### config.mk
export PLATFORM = sky130hd
export DESIGN_NAME = regfile_write_scheduler
export DESIGN_NICKNAME = d
export VERILOG_FILES = /design/src/rtl/regfile_write_scheduler.sv
export SDC_FILE = /design/constraint.sdc
export NUM_CORES = 1
export LEC_CHECK = 0
export CORE_AREA = 2 2 94 69
export CTS_BUF_LIST = sky130_fd_sc_hd__clkbuf_2
export CTS_CLUSTER_DIAMETER = 80
export DETAILED_ROUTE_END_ITERATION = 8
export DIE_AREA = 0 0 96 71
export PLACE_DENSITY = 0.86
export SYNTH_ARGS = -nofsm -noshare
export SYNTH_HDL_FRONTEND = slang
export SYNTH_SLANG_ARGS = --single-unit
### constraint.sdc
create_clock -name CLOCK -period 3.1 [get_ports CLOCK]
set_input_delay 0.31 -clock CLOCK [delete_from_list [all_inputs] [get_ports CLOCK]]
set_output_delay 0.31 -clock CLOCK [all_outputs]
set_load 0.01 [all_outputs]
### src/rtl/regfile_write_scheduler.sv
// rtl/regfile_write_scheduler.sv - arbitrates EX/MEM result writes onto the register file and tracks pending writes
module regfile_write_scheduler #(
  parameter int DATA_W     = 16,
  parameter int NREG       = 16,
  parameter int REG_W      = 4,
  parameter int FIXED_PRIO = 0
) (
  input  logic              CLOCK,
  input  logic              RESET,
  input  logic              ResvValid,
  input  logic [REG_W-1:0]  ResvReg,
  input  logic              ResvDual,
  input  logic              A_Valid,
  output logic              A_Ready,
  input  logic [REG_W-1:0]  A_Reg,
  input  logic              A_Dual,
  input  logic [DATA_W-1:0] A_Data,
  input  logic [DATA_W-1:0] A_Data2,
  input  logic              B_Valid,
  output logic              B_Ready,
  input  logic [REG_W-1:0]  B_Reg,
  input  logic [DATA_W-1:0] B_Data,
  output logic [1:0]        RegWrite,
  output logic [REG_W-1:0]  WriteReg1,
  output logic [REG_W-1:0]  WriteReg2,
  output logic [DATA_W-1:0] WriteData1,
  output logic [DATA_W-1:0] WriteData2,
  output logic [NREG-1:0]   Busy,
  output logic              ErrUnreserved
);

  // Set when the most recent grant went to A; reset value points at B so A wins the first conflict.
  logic            lastGrantA;
  logic            grantA;
  logic            grantB;
  logic [NREG-1:0] commitMask;
  logic [NREG-1:0] resvMask;
  logic            unreservedHit;

  assign WriteReg2 = '0;
  assign A_Ready   = grantA;
  assign B_Ready   = grantB;

  // Grant: depends only on valids and the last-grant pointer; both Readys held low during reset.
  always_comb begin
    grantA = 1'b0;
    grantB = 1'b0;
    if (RESET) begin
      if (A_Valid && (!B_Valid || (FIXED_PRIO != 0) || !lastGrantA)) begin
        grantA = 1'b1;
      end else if (B_Valid) begin
        grantB = 1'b1;
      end
    end
  end

  // Scoreboard masks: registers retired by the command in flight and registers reserved by decode.
  always_comb begin
    commitMask = '0;
    resvMask   = '0;
    if (RegWrite != 2'd0) begin
      commitMask[WriteReg1] = 1'b1;
    end
    if (RegWrite == 2'd2) begin
      commitMask[0] = 1'b1;
    end
    if (ResvValid) begin
      resvMask[ResvReg] = 1'b1;
      if (ResvDual) begin
        resvMask[0] = 1'b1;
      end
    end
    unreservedHit = |(commitMask & ~Busy);
  end

  // Command register, pointer, scoreboard and sticky error; a reservation overrides a same-cycle retire.
  always_ff @(posedge CLOCK or negedge RESET) begin
    if (!RESET) begin
      RegWrite      <= 2'd0;
      WriteReg1     <= '0;
      WriteData1    <= '0;
      WriteData2    <= '0;
      Busy          <= '0;
      ErrUnreserved <= 1'b0;
      lastGrantA    <= 1'b0;
    end else begin
      Busy <= (Busy & ~commitMask) | resvMask;
      if (unreservedHit) begin
        ErrUnreserved <= 1'b1;
      end
      if (grantA) begin
        lastGrantA <= 1'b1;
        RegWrite   <= A_Dual ? 2'd2 : 2'd1;
        WriteReg1  <= A_Reg;
        WriteData1 <= A_Data;
        if (A_Dual) begin
          WriteData2 <= A_Data2;
        end
      end else if (grantB) begin
        lastGrantA <= 1'b0;
        RegWrite   <= 2'd1;
        WriteReg1  <= B_Reg;
        WriteData1 <= B_Data;
      end else begin
        RegWrite <= 2'd0;
      end
    end
  end

endmodule

==> run metrics, run 1 <==
final core occ=65.6%; Nets=437; Leak=0.00159 uW; Gate Count Post-Synth=249; Seq/Total Area, Yosys=54.7%; Synth Area in Compound Gates=15.8%; CTS tree=yes; vias in the first global route=2356; hpwl dp=5.30 mm; ANT nets after route=0; post-CTS resize count=0; die width=96 microns; top cell type by total area after synthesis=dfrtp_1; Simple-Gate Fraction of Synth Area=15.8%; diode count=0; core area=0.00598 sq mm; synthesized flop and latch total=56; Reg clk slew, reported paths=0.27 ns; mapped cell area=0.00256 sq mm; transition time of the tightest slew-check pin=0.685 ns; Rows=24; Pwr Density=622 mW/mm^2; DIE HEIGHT=71 microns; Setup Viol. Count Final=0; die area=0.00682 sq mm; Syn. warnings=0; RSZ-0062 raised after global routing=no; post-synth top area share=54.7%; Initial Util=42.9%; TNS Setup=0 ns; Max Root-Sink Buffers=2; post-CTS setup buffer count=0; Synth Area in Adders=0%; Synth Flop Type=dfrtp_1; gpl congestion=0.919; first-pass GRT wire length=11.3 mm; asr flop ratio synth=100%; # H-tree levels=2; first drt pass iteration count=4; clk_lat worst skew=0.44 ns; syn_area_per_cell=10.3 sq um; number of enable flip-flop cells after synthesis=0; Routed Wire Length=6.97 mm; final worst-path cycle share=75.7%; port buffer count=123; share of cells above drive strength 1=10.2%; largest family of logic cells by synthesized area=compound AO/OA/AOI/OAI gates; Sink Count=56; Distinct cells, synth=39; hold_buf cts=0; grt ovf=0; relative slew slack=54.3%; Post-Synth XOR/XNOR Area=0%; crit path max fanout=9; via count=2318; DR WL/cell=15.5 microns; Arrival @ worst endpoint=2.04 ns; initial drt markers=149; PnR worst setup slack=0.754 ns; largest net degree at the start of global routing=57; fmax=0.426 GHz; Final Hold Viols=0; most common cell after layout, fill and taps aside=clkdlybuf4s50_1; synth-to-layout area growth=52.9%; Setup WS pre-CTS=0.840 ns; VDD IR max=0.302 mV; outcome=finished clean; most frequent cells in the layout=clkdlybuf4s50_1, dfrtp_1, nand2_1, o21ai_0, nor2_1; worst min path class=input pin to asynchronous set/reset pin; residual DRC count=0; clock skew=0.0195 ns; Setup CP Type=flop to primary output; ranking of synthesized cells by area=dfrtp_1, mux2_2, o21ai_0, nand2_1, nor2_1; initial antenna violation count=0; Max Cap Viol=0; CP startpoint kind=flop; Power, Total=2440 uW; max-slew violations=0; CTS Buf Count=5; multiplexer share of the synthesized area=7.91%; Critical Path RT=2.79 ns; post-route minimum period=2.35 ns; vias per cell=5.16; global-route usage over all layers=21.3%; CP Capture Type=primary output; IO Count=128; Fillers=492; CTS root buffer=clkbuf_2
-- Yosys cell counts, types with 2 or more instances --
master	number
inv_1	7
o21ai_0	30
buf_4	4
o22ai_1	2
or3b_1	2
nand2b_1	3
nand2_1	36
nand3b_1	2
a31oi_1	13
o32ai_1	9
clkbuf_1	5
buf_2	2
dfrtp_1	56
buf_6	2
o311ai_0	2
nor2_1	28
or3_1	3
mux2_2	18
nor3_1	4
or2_2	2
-- per-stage QoR --
stage	instance area [sq um]	cells	hold slack (ns)
floorplan	2570	252	0.0144
global placement	3800	441	0.486
detailed placement	3800	441	0.493
CTS	3920	449	0.0226
global route	3920	449	0.0504
finish	3920	449	0.0295
-- worst max-delay path: stages, from the launching register on --
cell and delay [ns]:
dfrtp_1 0.47, o21ai_1 0.55, inv_1 0.08, clkdlybuf4s50_1 0.49
-- report_power, final --
group | leakage, uW | internal, uW | switching [uW]
registers | 0.000633 | 912 | 148
logic | 0.000890 | 510 | 346
clock network | 0.0000632 | 297 | 224
-- state kept, by name, summed over array words and instances, names as in the netlist --
name           cells
RegWrite           2
Busy              16
WriteData1        16
WriteData2        16
lastGrantA         1
WriteReg1          4
ErrUnreserved      1
-- cells by family (layout without fill, tap and decap cells) --
group           after synthesis  after routing
other cells                   1              4
buf+inv                      23            142
flops                        56             56
simple gates                 89             89
mux                          18             18
compound gates               62             62
-- final timing paths --
| kind | startpoint | end | slack, ns | depth (start not counted) |
|---|---|---|---|---|
| hold reg to reg | WriteData2[11]$_DFFE_PN0P_ | WriteData2[11]$_DFFE_PN0P_ | 0.54 | 1 |
| max in group asynchronous | RESET | WriteData2[2]$_DFFE_PN0P_ | 2.62 | 2 |
| hold / removal | RESET | WriteData1[5]$_DFFE_PN0P_ | 0.03 | 2 |
| setup / recovery | lastGrantA$_DFFE_PN0P_ | B_Ready | 0.75 | 3 |
| setup reg to reg | RegWrite[0]$_DFF_PN0_ | ErrUnreserved$_DFFE_PN0P_ | 1.47 | 5 |
| min in group CLOCK | B_Data[9] | WriteData1[9]$_DFFE_PN0P_ | 0.38 | 3 |
-- final cells by class --
type                    instances  area, sq um  share of cell area (%)
flip-flops and latches         56         1400                    35.8
repair buffers                126         1250                    31.9
multi-input cells             173         1030                    26.2
well taps                      78         97.6                    2.49
clock inverters                 3         90.1                    2.30
inverters                       8         30.0                   0.766
clock buffers                   5         25.0                   0.639
-- layer usage --
layer / part of all wire, % / GRT usage (%) / vias up
li1: - / - / 1109
met5: 0 / 0 / -
met1: 43 / 29.8 / 1099
met2: 46 / 31.7 / 102
met3: 10 / 7.67 / 8
met4: 1.0 / 5.40 / 0
No activity file was read; power rests on OpenSTA's default activity.
==> inputs of run 2 (changes only) <==
Settings changed: CORE_AREA 2 2 94 69 to 2 2 103 75, DIE_AREA 0 0 96 71 to 0 0 105 77, PLACE_DENSITY 0.86 to 0.76.
Clock period 3.1 ns to 1.96 ns, I/O delays scaled along.
==> run 2 against run 1 <==
  * Clock skew grew 0.00086 ns
  * Die area grew 19%
  * Register-to-register slack lost 1.1 ns
  * Routed wire length grew 2.6%
  * First-iteration DRC count shrank 35%
  * Total power grew 48%
  * Global-route usage shrank 3.4 points
  * Worst setup slack lost 0.60 ns
  * Sequential cell count is the same
  * Critical endpoint is now WriteReg1[2]
  * Largest cell class unchanged
==> run metrics, run 2 (same netlist as run 1, synthesis figures left out) <==
CP startpoint kind=flop; clock skew=0.0204 ns (+0.000861 ns); Leak=0.00162 uW (+1.9%); Arrival @ worst endpoint=1.61 ns (-0.43 ns); Reg clk slew, reported paths=0.26 ns (about the same); Top Usage Layer GRT=met2; R2R Setup Slk=0.36 ns (-1.11 ns); M1 GR Usage=23.3% (-6.5 points); diode count=0 (unchanged); Max Root-Sink Buffers=2 (unchanged); Crit-path slowest cell=clkdlybuf4s50_1; Sink Count=56 (unchanged); RSZ-0062 raised after global routing=no; final worst-path cycle share=91.9%; design area=0.00393 sq mm (+0.38%); clk_lat worst skew=0.42 ns (-0.02 ns); CTS root buffer=clkbuf_2; CTS tree=yes; CP top delay family=buffers and inverters; Pwr Density=916 mW/mm^2 (+47%); share of cells above drive strength 1=10.9% (+0.69 points); Rows=26 (+8.3%); via count=2328 (+0.43%); Setup Viol. Count Final=0 (unchanged); Clock power frac=15.8% (-5.6 points); Psw=1130 uW (+57%); DIE HEIGHT=77 microns (+8.5%); CTS Buf Count=5 (unchanged); VDD IR max=0.407 mV (+35%); final core occ=55.5% (-10 points); outcome=finished clean; grt ovf=0 (unchanged); vias in the first global route=2350 (-0.25%); port buffer count=123 (unchanged); die area=0.00809 sq mm (+19%); Slowest Stage Delay on Critical Path=0.62 ns (+0.07 ns); first drt pass iteration count=4 (unchanged); Comb pwr share=37.8% (+2.7 points); global-route usage over all layers=18.0% (-3.4 points); largest net degree at the start of global routing=57 (unchanged); hpwl dp=5.34 mm (+0.76%); internal cell power=2480 uW (+44%); routing usage on met3=6.63% (-1.0 points); TNS Setup=0 ns (unchanged); PnR worst setup slack=0.159 ns (-0.595 ns); Buf/Inv on CP=1 (-1); first-pass GRT wire length=11.6 mm (+2.9%); Sw Share=31.3% (+1.9 points); Final Hold Viols=0 (unchanged); Largest regs=Busy: 16 flops, WriteData1: 16 flops, WriteData2: 16 flops; most common cell after layout, fill and taps aside=clkdlybuf4s50_1; vias per cell=4.92 (-4.7%); transition time of the tightest slew-check pin=0.717 ns (+0.0323 ns); GRT met2 Usage=29.2% (-2.5 points); CP Capture Type=primary output; Cell Area, Placed=0.00385 sq mm (+1.2%); residual DRC count=0 (unchanged); Initial Util=36.2% (-6.8 points); Nets=441 (+0.92%); worst min path class=input pin to flop; gpl congestion=0.885 (-3.7%); Critical Path RT=1.76 ns (-1.03 ns); ANT nets after route=0 (unchanged); crit path max fanout=10 (+1); critical path cell sequence=clkdlybuf4s50_1; Setup CP Type=flop to primary output; Setup WS pre-CTS=0.206 ns (-0.634 ns); # H-tree levels=2 (unchanged); synth-to-layout area growth=53.4%; post-CTS setup buffer count=0 (unchanged); max-slew violations=0 (unchanged); most frequent cells in the layout=clkdlybuf4s50_1, dfrtp_1, nand2_1, o21ai_0, nor2_1; core area=0.00709 sq mm (+19%); post-route minimum period=1.80 ns; initial antenna violation count=0 (unchanged); Power, Total=3600 uW (+48%); Routed Wire Length=7.15 mm (+2.6%); Max Cap Viol=0 (unchanged); die width=105 microns (+9.4%); initial drt markers=97 (-35%); relative slew slack=52.2% (-2.2 points); IO Count=128 (unchanged); fmax=0.555 GHz; Flop pwr share=46.4% (+2.9 points); DR WL/cell=15.1 microns (-2.6%)
==> run 2: repair_timing <==
item,4_1_cts,5_1_grt
resized for setup,0,3
hold endpoints to repair,56,0
setup endpoints to repair,0,2
hold buffers,1,0
==> run 2: per-stage QoR <==
| step | std cells | hold WS [ns] |
|---|---|---|
| 6_report | 473 | 0.301 |
| 4_1_cts | 473 | 0.262 |
| 2_1_floorplan | 252 | -0.0996 |
| 5_1_grt | 473 | 0.245 |
| 3_5_place_dp | 464 | 0.478 |
| 3_3_place_gp | 464 | 0.459 |
==> run 2: path summary, 6_finish.rpt <==
check                                        endpoint  depth (start not counted)                  startpoint
max                                      WriteReg1[2]                          1    WriteReg1[2]$_DFFE_PN0P_
min                         WriteData1[6]$_DFFE_PN0P_                          3                   B_Data[6]
max reg2reg                 ErrUnreserved$_DFFE_PN0P_                          5       RegWrite[0]$_DFF_PN0_
min reg2reg                WriteData2[12]$_DFFE_PN0P_                          1  WriteData2[12]$_DFFE_PN0P_
max in group asynchronous    WriteReg1[3]$_DFFE_PN0P_                          3                       RESET
min in group asynchronous    WriteReg1[2]$_DFFE_PN0P_                          3                       RESET
==> run 2: per-layer routing <==
layer	wire [microns]	vias to the layer above
met5	0	-
met4	23	0
li1	-	1120
met1	3190	1125
met3	667	2
met2	3270	81
==> run 2: area by class of cell <==
type	instances	area, sq um
multi-input combinational	173	1030
clock inverter	2	35.0
tap	98	123
clock buffer	6	30.0
timing repair buffer	130	1290
sequential	56	1400
fill	657	3160
inverter	8	30.0
==> run 2: power groups by stage <==
stage               Clock [uW]  Sequential (uW)  Combinational, uW
floorplan                    0             1780                427
finish                     570             1670               1360
global placement             0             1690               1340
CTS                        593             1670               1380
global route               635             1710               1480
detailed placement           0             1690               1370
==> run 2: tightest hold or removal path: stages <==
cell             delay, ns
clkdlybuf4s50_1       0.39
nand2_1               0.06
a31oi_1               0.07
==> inputs of run 3 (changes only) <==
Settings changed: CAP_MARGIN from default to 20, CORE_AREA 2 2 103 75 to 3 3 104 76, DIE_AREA 0 0 105 77 to 0 0 107 79.
==> run 3 against run 2 <==
  * Cell area down 0.13%
  * Die area up 4.6%
  * Routed wire length increased by 0.99%
  * Non-clock buffer count unchanged
  * Via count decreased by 0.39%
  * Sequential share of layout area hardly changed
  * Largest cell class unchanged
  * Sequential cell count stayed put
  * Critical path depth stayed put
  * Critical path type unchanged
  * Register-to-register slack better by 0.03 ns
  * Hold slack got worse by 0.018 ns
==> run metrics, run 3 (same netlist as run 1, synthesis figures left out) <==
outcome=finished clean; max-slew violations=0 (unchanged); Comb pwr share=37.7% (about the same); Max Root-Sink Buffers=2 (unchanged); CTS Buf Count=5 (unchanged); relative slew slack=54.0% (+1.9 points); design area=0.00393 sq mm (-0.13%); TNS Setup=0 ns (unchanged); clk_lat worst skew=0.45 ns (+0.03 ns); Sink Count=56 (unchanged); transition time of the tightest slew-check pin=0.689 ns (-0.0281 ns); Critical Path RT=1.76 ns (about the same); initial antenna violation count=0 (unchanged); port buffer count=123 (unchanged); CP Capture Type=primary output; Slowest Stage Delay on Critical Path=0.61 ns (about the same); share of cells above drive strength 1=10.9% (unchanged); most common cell after layout, fill and taps aside=clkdlybuf4s50_1; critical path cell sequence=clkdlybuf4s50_1; CTS tree=yes; Top Usage Layer GRT=met2; worst min path class=input pin to flop; Initial Util=37.4% (+1.3 points); IO Count=128 (unchanged); Psw=1140 uW (+0.74%); GRT met2 Usage=29.1% (-0.075 points); VDD IR max=0.471 mV (+16%); diode count=0 (unchanged); most frequent cells in the layout=clkdlybuf4s50_1, dfrtp_1, nand2_1, o21ai_0, nor2_1; hpwl dp=5.52 mm (+3.4%); CP startpoint kind=flop; grt ovf=0 (unchanged); DR WL/cell=15.4 microns (+1.9%); RSZ-0062 raised after global routing=no; Crit-path slowest cell=clkdlybuf4s50_1; Clock power frac=16.0% (+0.2 points); vias in the first global route=2349 (-0.043%); Sw Share=31.5% (+0.16 points); residual DRC count=0 (unchanged); largest net degree at the start of global routing=57 (unchanged); Reg clk slew, reported paths=0.25 ns (about the same); gpl congestion=0.898 (+1.5%); global-route usage over all layers=17.4% (-0.54 points); Setup CP Type=flop to primary output; Pwr Density=920 mW/mm^2 (+0.36%); via count=2319 (-0.39%); Rows=25 (-3.8%); initial drt markers=55 (-43%); DIE HEIGHT=79 microns (+2.6%); Arrival @ worst endpoint=1.61 ns (about the same); # H-tree levels=2 (unchanged); final core occ=57.4% (+1.9 points); M1 GR Usage=22.9% (-0.37 points); synth-to-layout area growth=53.2%; Routed Wire Length=7.22 mm (+0.99%); Max Cap Viol=0 (unchanged); first drt pass iteration count=4 (unchanged); Setup Viol. Count Final=0 (unchanged); vias per cell=4.94 (+0.46%); internal cell power=2480 uW (about the same); die width=107 microns (+1.9%); die area=0.00845 sq mm (+4.6%); clock skew=0.0286 ns (+0.00820 ns); Cell Area, Placed=0.00385 sq mm (-0.13%); Fillers=621 (-5.5%); fmax=0.554 GHz (-0.12%); routing usage on met3=4.96% (-1.7 points); first-pass GRT wire length=11.8 mm (+1.7%); ANT nets after route=0 (unchanged); Power, Total=3610 uW (+0.23%); final worst-path cycle share=92.0% (+0.11 points); Largest regs=Busy: 16 flops, WriteData1: 16 flops, WriteData2: 16 flops; Final Hold Viols=0 (unchanged); Buf/Inv on CP=1 (unchanged); Flop pwr share=46.3% (about the same); CTS root buffer=clkbuf_2; CP top delay family=buffers and inverters; core area=0.00685 sq mm (-3.4%); Nets=441 (unchanged); crit path max fanout=10 (unchanged); Leak=0.00162 uW (unchanged); post-route minimum period=1.80 ns (+0.00220 ns)
## run 3: cell counts in the layout (fill, tap and decap cells not counted)
No cell type changed its count.
## run 3: repair_timing
action,CTS,global route
hold endpoints to repair,56,0
setup buffers,0,0
gates resized for setup,0,3
setup endpoints to repair,0,2
hold buffers,1,0
## run 3: final timing paths
path | startpoint | to | slack (ns) | cells past startpoint
max in group asynchronous | RESET | WriteData1[2]$_DFFE_PN0P_ | 1.00 | 3
min in group asynchronous | RESET | Busy[9]$_DFF_PN0_ | 0.49 | 3
worst min-delay path | B_Data[15] | WriteData1[15]$_DFFE_PN0P_ | 0.28 | 3
worst max-delay path | WriteReg1[2]$_DFFE_PN0P_ | WriteReg1[2] | 0.16 | 1
worst min register to register | WriteData2[8]$_DFFE_PN0P_ | WriteData2[8]$_DFFE_PN0P_ | 0.55 | 1
worst max register to register | RegWrite[0]$_DFF_PN0_ | ErrUnreserved$_DFFE_PN0P_ | 0.39 | 5
## run 3: cell type report
cell class / instances / area (sq um) / share of cell area [%]
clock buffers: 6 / 30.0 / 0.764
clock inverters: 2 / 35.0 / 0.892
well taps: 94 / 118 / 2.99
inverters: 8 / 30.0 / 0.764
repair buffers: 130 / 1290 / 32.8
multi-input cells: 173 / 1030 / 26.1
flip-flops and latches: 56 / 1400 / 35.7
## run 3: worst min-delay path, cell delays in order
cell	delay (ns)
clkdlybuf4s50_1	0.39
nand2_1	0.05
a31oi_1	0.07
## run 3: metrics by stage
step | instances | hold WS (ns) | setup slack, ns
floorplan | 252 | -0.0996 | 0.496
global placement | 460 | 0.466 | 0.240
detailed placement | 460 | 0.465 | 0.161
CTS | 469 | 0.248 | 0.0268
global route | 469 | 0.255 | 0.0492
finish | 469 | 0.283 | 0.157
## run 3: power groups by stage
| stage | registers, uW | clock network, uW | logic, uW |
|---|---|---|---|
| floorplan | 1780 | 0 | 427 |
| global placement | 1690 | 0 | 1350 |
| detailed placement | 1700 | 0 | 1370 |
| CTS | 1670 | 594 | 1380 |
| global route | 1720 | 640 | 1480 |
| finish | 1670 | 578 | 1360 |
## run 3: layer usage
layer | part of all wire, % | vias to the layer above
met5 | 0 | -
met4 | 0.64 | 0
met3 | 7.1 | 6
met2 | 46 | 83
met1 | 47 | 1115
li1 | - | 1115
